[src/rtl/spi_pkg.sv]
// Shared types and constants for the SPI command decoder.
// CMD_CHECKSUM_EN adds the CHECK state for the trailing checksum byte.
package spi_pkg;

  typedef enum logic [1:0] {
    ST_IDLE    = 2'd0,
    ST_PAYLOAD = 2'd1
`ifdef CMD_CHECKSUM_EN
    ,
    ST_CHECK   = 2'd2
`endif
  } state_t;

  localparam logic [1:0] ERR_OVERRUN  = 2'b00;
  localparam logic [1:0] ERR_ABORT    = 2'b01;
  localparam logic [1:0] ERR_TIMEOUT  = 2'b10;
  localparam logic [1:0] ERR_CHECKSUM = 2'b11;

  localparam int LEN_MSB = 7;
  localparam int LEN_LSB = 6;

  function automatic logic [1:0] opc_len(input logic [7:0] op);
    return op[LEN_MSB:LEN_LSB];
  endfunction

  // Payload byte n lands in bits [8n+7:8n].
  function automatic logic [23:0] insert_byte(input logic [23:0] pay,
                                              input logic [1:0]  idx,
                                              input logic [7:0]  b);
    logic [23:0] r;
    r = pay;
    case (idx)
      2'd0:    r[7:0]   = b;
      2'd1:    r[15:8]  = b;
      default: r[23:16] = b;
    endcase
    return r;
  endfunction

endpackage

[src/rtl/spi_timeout_counter.sv]
// Inter-byte watchdog: down-counter loaded on clear, flags expiry at terminal count.
module spi_timeout_counter #(
  parameter int TIMEOUT_CYCLES = 65535
) (
  input  logic clk,
  input  logic rst_n,
  input  logic clear,
  input  logic enable,
  output logic expired
);

  localparam int CW = $clog2(TIMEOUT_CYCLES + 1);

  logic [CW-1:0] count;

  always_ff @(posedge clk or negedge rst_n) begin
    if (!rst_n) begin
      count <= '0;
    end else if (clear) begin
      count <= CW'(TIMEOUT_CYCLES);
    end else if (enable && (count != '0)) begin
      count <= count - CW'(1);
    end
  end

  // The TIMEOUT_CYCLES-th enabled cycle after a clear is the expiring one.
  assign expired = enable && !clear && (count == CW'(1));

endmodule

[src/rtl/spi_cmd_decoder.sv]
// Assembles opcode + payload bytes from an SPI byte stream into held commands.
// Optional CMD_CHECKSUM_EN: trailing XOR checksum byte verified in CHECK.
//
// state   | meaning
// IDLE    | waiting for opcode byte
// PAYLOAD | collecting opcode[7:6] payload bytes
// CHECK   | waiting for checksum byte (CMD_CHECKSUM_EN only)
module spi_cmd_decoder
  import spi_pkg::*;
#(
  parameter int TIMEOUT_CYCLES = 65535
) (
  input  logic        clk,
  input  logic        rst_n,
  input  logic [7:0]  byte_in,
  input  logic        byte_valid,
  input  logic        spi_ss,
  output logic        cmd_valid,
  input  logic        cmd_ready,
  output logic [7:0]  cmd_opcode,
  output logic [23:0] cmd_payload,
  output logic        err_valid,
  output logic [1:0]  err_code,
  output logic        busy
);

  state_t      state;
  logic [7:0]  op_q;
  logic [23:0] pay_q;
  logic [1:0]  len_q;
  logic [1:0]  idx_q;
`ifdef CMD_CHECKSUM_EN
  logic [7:0]  csum_q;
`endif

  logic        byte_ok;
  logic        abort;
  logic        tmo;
  logic        last;
  logic        complete;
  logic [7:0]  comp_op;
  logic [23:0] comp_pay;

  spi_timeout_counter #(
    .TIMEOUT_CYCLES(TIMEOUT_CYCLES)
  ) u_timeout (
    .clk    (clk),
    .rst_n  (rst_n),
    .clear  (byte_ok),
    .enable (state != ST_IDLE),
    .expired(tmo)
  );

  always_comb begin
    byte_ok  = byte_valid && !spi_ss;
    abort    = (state != ST_IDLE) && spi_ss;
    last     = ((idx_q + 2'd1) == len_q);
    complete = 1'b0;
    comp_op  = op_q;
    comp_pay = pay_q;
    case (state)
      ST_IDLE: begin
        comp_op  = byte_in;
        comp_pay = '0;
`ifndef CMD_CHECKSUM_EN
        complete = byte_ok && (opc_len(byte_in) == 2'd0);
`endif
      end
      ST_PAYLOAD: begin
        comp_pay = insert_byte(pay_q, idx_q, byte_in);
`ifndef CMD_CHECKSUM_EN
        complete = byte_ok && !abort && !tmo && last;
`endif
      end
`ifdef CMD_CHECKSUM_EN
      ST_CHECK: begin
        complete = byte_ok && !abort && !tmo && (byte_in == csum_q);
      end
`endif
      default: ;
    endcase
  end

  always_ff @(posedge clk or negedge rst_n) begin
    if (!rst_n) begin
      state       <= ST_IDLE;
      op_q        <= '0;
      pay_q       <= '0;
      len_q       <= '0;
      idx_q       <= '0;
`ifdef CMD_CHECKSUM_EN
      csum_q      <= '0;
`endif
      cmd_valid   <= 1'b0;
      cmd_opcode  <= '0;
      cmd_payload <= '0;
      err_valid   <= 1'b0;
      err_code    <= '0;
      busy        <= 1'b0;
    end else begin
      err_valid <= 1'b0;
      if (cmd_valid && cmd_ready) cmd_valid <= 1'b0;

      // A completion while the consumer is stalled is dropped, not queued.
      if (complete) begin
        if (cmd_valid && !cmd_ready) begin
          err_valid <= 1'b1;
          err_code  <= ERR_OVERRUN;
        end else begin
          cmd_valid   <= 1'b1;
          cmd_opcode  <= comp_op;
          cmd_payload <= comp_pay;
        end
      end

      case (state)
        ST_IDLE: begin
          if (byte_ok) begin
            op_q  <= byte_in;
            pay_q <= '0;
            len_q <= opc_len(byte_in);
            idx_q <= '0;
`ifdef CMD_CHECKSUM_EN
            csum_q <= byte_in;
            if (opc_len(byte_in) == 2'd0) begin
              state <= ST_CHECK;
            end else begin
              state <= ST_PAYLOAD;
            end
            busy <= 1'b1;
`else
            if (opc_len(byte_in) != 2'd0) begin
              state <= ST_PAYLOAD;
              busy  <= 1'b1;
            end
`endif
          end
        end

        ST_PAYLOAD: begin
          if (abort) begin
            state     <= ST_IDLE;
            busy      <= 1'b0;
            err_valid <= 1'b1;
            err_code  <= ERR_ABORT;
          end else if (tmo) begin
            state     <= ST_IDLE;
            busy      <= 1'b0;
            err_valid <= 1'b1;
            err_code  <= ERR_TIMEOUT;
          end else if (byte_ok) begin
            pay_q <= comp_pay;
            idx_q <= idx_q + 2'd1;
`ifdef CMD_CHECKSUM_EN
            csum_q <= csum_q ^ byte_in;
            if (last) state <= ST_CHECK;
`else
            if (last) begin
              state <= ST_IDLE;
              busy  <= 1'b0;
            end
`endif
          end
        end

`ifdef CMD_CHECKSUM_EN
        ST_CHECK: begin
          if (abort) begin
            state     <= ST_IDLE;
            busy      <= 1'b0;
            err_valid <= 1'b1;
            err_code  <= ERR_ABORT;
          end else if (tmo) begin
            state     <= ST_IDLE;
            busy      <= 1'b0;
            err_valid <= 1'b1;
            err_code  <= ERR_TIMEOUT;
          end else if (byte_ok) begin
            state <= ST_IDLE;
            busy  <= 1'b0;
            if (byte_in != csum_q) begin
              err_valid <= 1'b1;
              err_code  <= ERR_CHECKSUM;
            end
          end
        end
`endif

        default: begin
          state <= ST_IDLE;
          busy  <= 1'b0;
        end
      endcase
    end
  end

endmodule
[config.mk]
export PLATFORM = sky130hd
export DESIGN_NAME = spi_cmd_decoder
export DESIGN_NICKNAME = d
export VERILOG_FILES = /design/src/rtl/spi_pkg.sv /design/src/rtl/spi_timeout_counter.sv /design/src/rtl/spi_cmd_decoder.sv
export SDC_FILE = /design/constraint.sdc
export NUM_CORES = 1
export LEC_CHECK = 0
export ABC_AREA = 1
export ABC_CLOCK_PERIOD_IN_PS = 2700
export CORE_ASPECT_RATIO = 0.9
export CORE_MARGIN = 5
export CORE_UTILIZATION = 55
export DETAILED_ROUTE_END_ITERATION = 16
export DONT_BUFFER_PORTS = 1
export PLACE_DENSITY = 0.77
export SLEW_MARGIN = 30
export SYNTH_ARGS = -nofsm -noshare
export SYNTH_HDL_FRONTEND = slang
export SYNTH_SLANG_ARGS = --single-unit
[constraint.sdc]
create_clock -name clk -period 2.7 [get_ports clk]
set_input_delay 0.27 -clock clk [delete_from_list [all_inputs] [get_ports clk]]
set_output_delay 0.27 -clock clk [all_outputs]
set_load 0.02 [all_outputs]
* After elaboration in Yosys (flattened, before gate mapping)
Index checks and enable logic that the tools add are counted.
** Word-level totals
- Flip-flop bits (word level) :: 91
- Word-level logic and storage cells :: 100
** Operators by class
- $add $sub $neg :: 2
- Reduce and logical (&&, ||, !) cells :: 29
- Mux-type cells :: 45
- Bitwise logic cells :: 1
- Equality and inequality tests :: 11
** Operator list (number)
- $mux W24 :: 4
- $pmux W24 S2 :: 2
- $mux W16 :: 2
- $mux W8 :: 4
- $mux W2 :: 15
- $eq A16 B1 Y1 const B :: 1
- $reduce_bool A16 Y1 :: 1
- $sub A16 B1 Y16 const B :: 1
- $mux W1 :: 14
- $logic_and A1 B1 Y1 :: 11
- $pmux W2 S2 :: 2
- $reduce_bool A2 Y1 :: 4
- $logic_not A2 Y1 :: 3
- $ne A2 B2 Y1 const B :: 3
- $logic_not A1 Y1 :: 5
- $reduce_and A5 Y1 :: 1
- $eq A2 B1 Y1 const B :: 2
- $ne A2 B1 Y1 const B :: 2
- $ne A4 B3 Y1 const B :: 1
- $ne A4 B4 Y1 const B :: 1
- $pmux W1 S2 :: 2
- $reduce_and A2 Y1 :: 2
- $reduce_and A4 Y1 :: 1
- $add A2 B1 Y2 const B :: 1
- other kinds (3) :: 3

* Logic depth before layout (Yosys ltp)
- Word-level depth :: 13
- Mapped depth :: 12

* Hierarchy
Synthesis repeated with hierarchy kept, for this count alone.
** Unflattened totals
- Cell total of the unflattened synthesis :: 532
- Area, all modules :: 4479.3 µm²
** By module, submodules not included
- spi_cmd_decoder :: area each 3338.2 µm², cells an instance 357, times used 1, sequential area each 1776.7 µm²
- spi_timeout_counter :: area each 1141.1 µm², cells an instance 175, times used 1, sequential area each 400.4 µm²

* Least setup slack after synthesis
Ideal clock, no wire load.
- Kind :: reg-to-reg
- From :: register idx_q[0]
- To :: register cmd_payload[4]
- Required time :: 2.577 ns
- Path buffers :: 1
- Cell stages (with the launch flop) :: 12
- Period minus slack after synthesis :: 1.582 ns
- Setup slack :: 1.118 ns
- Data arrival time :: 1.459 ns
- Library setup time :: 0.123 ns
- Cell sequence :: dfrtp_1 -> inv_1 -> ha_1 -> inv_1 -> nand2_1 -> nand2_1 -> nand2_1 -> nand2_1 -> nand2_4 -> buf_2 -> o21ai_0 -> nand2_1
** On the way
- Cells in the longest elaborated chain, start to end :: 5
- Elaborated cells on any way between the ends :: 8
- Those cells by class :: 1 x add/sub; 1 x eq/ne; 3 x mux; 3 x reduce/logical
** RTL lines
- start: declaration :: line spi_cmd_decoder.sv:31 : logic [1:0] idx_q;
- start signal: assignment :: line spi_cmd_decoder.sv:153 : idx_q <= idx_q + 2'd1;
- $add A2 B1 Y2 :: line spi_cmd_decoder.sv:57 : last = ((idx_q + 2'd1) == len_q);
- $eq A2 B2 Y1 :: line spi_cmd_decoder.sv:57
- $logic_and A1 B1 Y1 :: line spi_cmd_decoder.sv:72 : complete = byte_ok && !abort && !tmo && last;
- $pmux W1 S2 :: line spi_cmd_decoder.sv:61 : case (state)
- $reduce_and A2 Y1 (no source line)
- end signal: assignment :: line spi_cmd_decoder.sv:112 : cmd_payload <= comp_pay;
- end: declaration :: line spi_cmd_decoder.sv:21 : output logic [23:0] cmd_payload,
Parallel ways exist; a longest one is shown, timed or not.
A chain may end at the register's enable or synchronous reset.

* Worst setup path after layout
- From :: register idx_q[0]
- To :: register cmd_payload[2]
The elaborated chain is that of the path after synthesis.

==> impl_metrics.csv <==
group,metric,value,unit
drt,post_route_drc,0,
outcome,status,"finished, final reports clean",
final_layout,antenna_diode_count,0,
setup_path,cp_capture_type,"flop",
setup_path,crit_end,"cmd_payload[2]",
sta,report.final.slew_viol_count,0,
final_layout,nets,589,
grt,grt_remaining_overflow,0,
clock_network,cts_resized,0,
clock_network,tritoncts,"done",
die,initial_utilization,0.5558,
setup_path,reg2reg_slack,580,ps
sta,clock_skew,9.723,ps
setup_path,worst_ep_arrival_time,2420,ps
setup_path,critical_path.reg2reg.startpoint,"idx_q[0]",
yosys,synth-seq-area-share,0.4926,
yosys,syn_area,4419,sq um
sta,fin_setup_tns,0,ps
min_path,worst_hold_path_type,"in2reg",
job,cap_violations,0,
sta,relSlewSlack,0.6146,
yosys,synthesis.nets,598,
grt,grt.total_usage,0.2134,
final_layout,layout_common_cells,"nand2_1 (227), dfrtp_1 (87), o21ai_0 (53)",
clock_network,number_of_h_tree_branching_levels,3,
final_layout,register_area,2177,sq um
power,leakage,2.407,nW
setup_path,timing.critical_path.mode_cell,"nand2_1",
sta,worstMarginPinSlew,578.1,ps
sta,hold_viol,0,
setup_path,crit_path_max_incr_delay,440,ps
sta,layout_min_cycle_time,2118,ps
yosys,postSynthAreaPerCell,7.619,sq um
clock_network,cts_made_buffers,9,
die,core_region_area,7951,sq um
final_layout,layout-drive-gt1-share,0.07986,
power,p_per_area,1195,nW/um^2
drt,finalWirelength,10240,um
drt,dr_total_vias,3720,
yosys,post_synth_num_cell_types,24,
sta,setup_viol,0,
final_layout,nFillCells,702,
grt,antenna_found_initial,0,
setup_path,cp_max_fo,34,
place,detailed_place.area,4427,sq um
drt,ant_nets,0,
drt,vias_per_cell,5.511,
final_layout,final_common_cell,"nand2_1",
power,power.total,5.614,mW
setup_path,cp_slowest_cell,"nor2_8",
drt,drt_pre_antenna_iters,5,
setup_path,cp-startpoint,"idx_q[0]",
setup_path,r2r_end,"cmd_payload[2]",
setup_path,timing.critical_path.required,3000,ps
final_layout,fin_area,4700,sq um
place,io_buffers,0,
setup_path,path_cells,"inv_1 > ha_1 > inv_1 > nand2_1 > nand2_1 > nand2_1 > nand2_1 > nand2_4 > nor2_8 > nand2_1 > nand2_1",
place,dpl.hpwl,6714,um
sta,timing.final.crit_share,0.7846,
grt,number_of_global_route_vias_before_repair,3459,
drt,wl_per_cell,15.17,um
clock_network,clock_pin_transition_on_the_worst_setup_and_hold_timing_paths,100,ps
clock_network,clock_tree_buf_depth,2,
final_layout,multi_input_area,1957,sq um
grt,grt_pass1_wl,17130,um
die,ios,50,
yosys,yosys_warnings,0,
power,max-vdd-ir-drop,0.0005094,V
clock_network,ctsRootBufferMaster,"clkbuf_8",
sta,fmax,472.0,MHz
die,die-height,95.04,um
drt,drt_first_iter_violations,201,
yosys,syn_inst,580,
setup_path,r2r_cells,11,
clock_network,cts_num_sinks,87,
die,fp.dieArea,9930,sq um
die,rows,31,
die,die_extent_in_x,104.5,um
final_layout,area_delta_synth_final,6.342,%
setup_path,criticalPathCategory,"reg2reg",
sta,rsz0062_at_grt,"false",
grt,maximum_number_of_pins_on_one_net_before_global_route_repair,88,
place,finalWeightedCongestion,0.9075,
setup_path,critical_path.startpoint_type,"flop",
yosys,synth.ff_latch_count,87,
clock_network,clock_insertion_delay_worst_skew,360,ps
[routing by layer]
metal  share of wire  wire [um]  vias up  track usage
li1                -          -     1833            -
met1            0.46       4742     1750       0.3015
met2            0.45       4589      123       0.3149
met3           0.071        722       14      0.06229
met4           0.018        187        0      0.07551
met5               0          0        -            0
[timing repair]
action	4_1_cts	5_1_grt
setup buffers	0	0
hold endpoints to repair	88	0
hold buffers	3	0
[sequential cells by signal (all words and copies together) (netlist names)]
register         flops
pay_q               24
err_valid            1
cmd_valid            1
op_q                 8
cmd_payload         24
u_timeout.count     16
idx_q                2
err_code             2
busy                 1
cmd_opcode           8
[metrics by stage]
step | worst slack, ps | cells | hold WS (ps) | util
2_1_floorplan | 1118 | 580 | -25.59 | -
3_3_place_gp | 677.9 | 656 | -22.16 | 0.5567
3_5_place_dp | 600.0 | 656 | -21.65 | 0.5567
4_1_cts | 569.9 | 675 | 56.88 | 0.5910
5_1_grt | 332.1 | 675 | 83.32 | 0.5910
6_report | 581.6 | 675 | 74.17 | 0.5910
[synthesized netlist by cell type]
cell type / count / area share
buf_1: 2 / 0.0017
o21ai_1: 26 / 0.029
or2_2: 4 / 0.0057
buf_6: 4 / 0.010
a21oi_1: 25 / 0.028
clkbuf_1: 9 / 0.0076
inv_1: 31 / 0.026
nor2_4: 2 / 0.0051
dfrtp_1: 87 / 0.49
nand4_1: 1 / 0.0014
nor2_1: 24 / 0.020
inv_2: 2 / 0.0017
nand2_2: 4 / 0.0057
ha_1: 5 / 0.014
nand3b_1: 3 / 0.0051
nand2_4: 3 / 0.0076
nor2_8: 1 / 0.0045
nor2_2: 7 / 0.0099
buf_2: 12 / 0.014
o21ai_0: 53 / 0.060
nand2_1: 227 / 0.19
o21bai_1: 1 / 0.0017
nand3_1: 45 / 0.051
buf_4: 2 / 0.0034
[cell families after synthesis]
logic type               synth area share
flip-flops                         0.4926
adder cells (fa/ha/maj)           0.01416
AND/OR/NAND/NOR                    0.3092
buffers and inverters             0.06455
AO/OA/AOI/OAI                      0.1195
[power by group]
group | switching, mW | internal [mW] | leakage (nW)
clock network | 0.506 | 0.531 | 0.107
registers | 0.717 | 1.87 | 1.11
logic | 1.33 | 0.659 | 1.19
[worst min path at each step]
stage,start,cells past startpoint,slack [ps],endpoint
floorplan,rst_n,0,-30,busy
global placement,rst_n,0,-20,u_timeout.count[8]
detailed placement,rst_n,0,-20,err_code[0]
CTS,byte_in[7],2,60,busy
global route,byte_in[7],2,80,op_q[7]
finish,byte_in[7],2,70,busy
[critical path, delay by kind of cell, from the launching register on]
kind | cells | cell delay, ps
adders and majority gates | 1 | 340
buffers and inverters | 2 | 160
and+or+nand+nor | 8 | 1160
DFF | 1 | 380
[cell type report]
| class | count | area share |
|---|---|---|
| clock buffers | 9 | 0.02636 |
| clock inverters | 7 | 0.02157 |
| inverters | 33 | 0.02636 |
| multi-input cells | 431 | 0.4164 |
| flip-flops and latches | 87 | 0.4633 |
| well taps | 99 | 0.02636 |
| repair buffers | 9 | 0.01970 |
No activity file was read; power rests on OpenSTA's default activity.
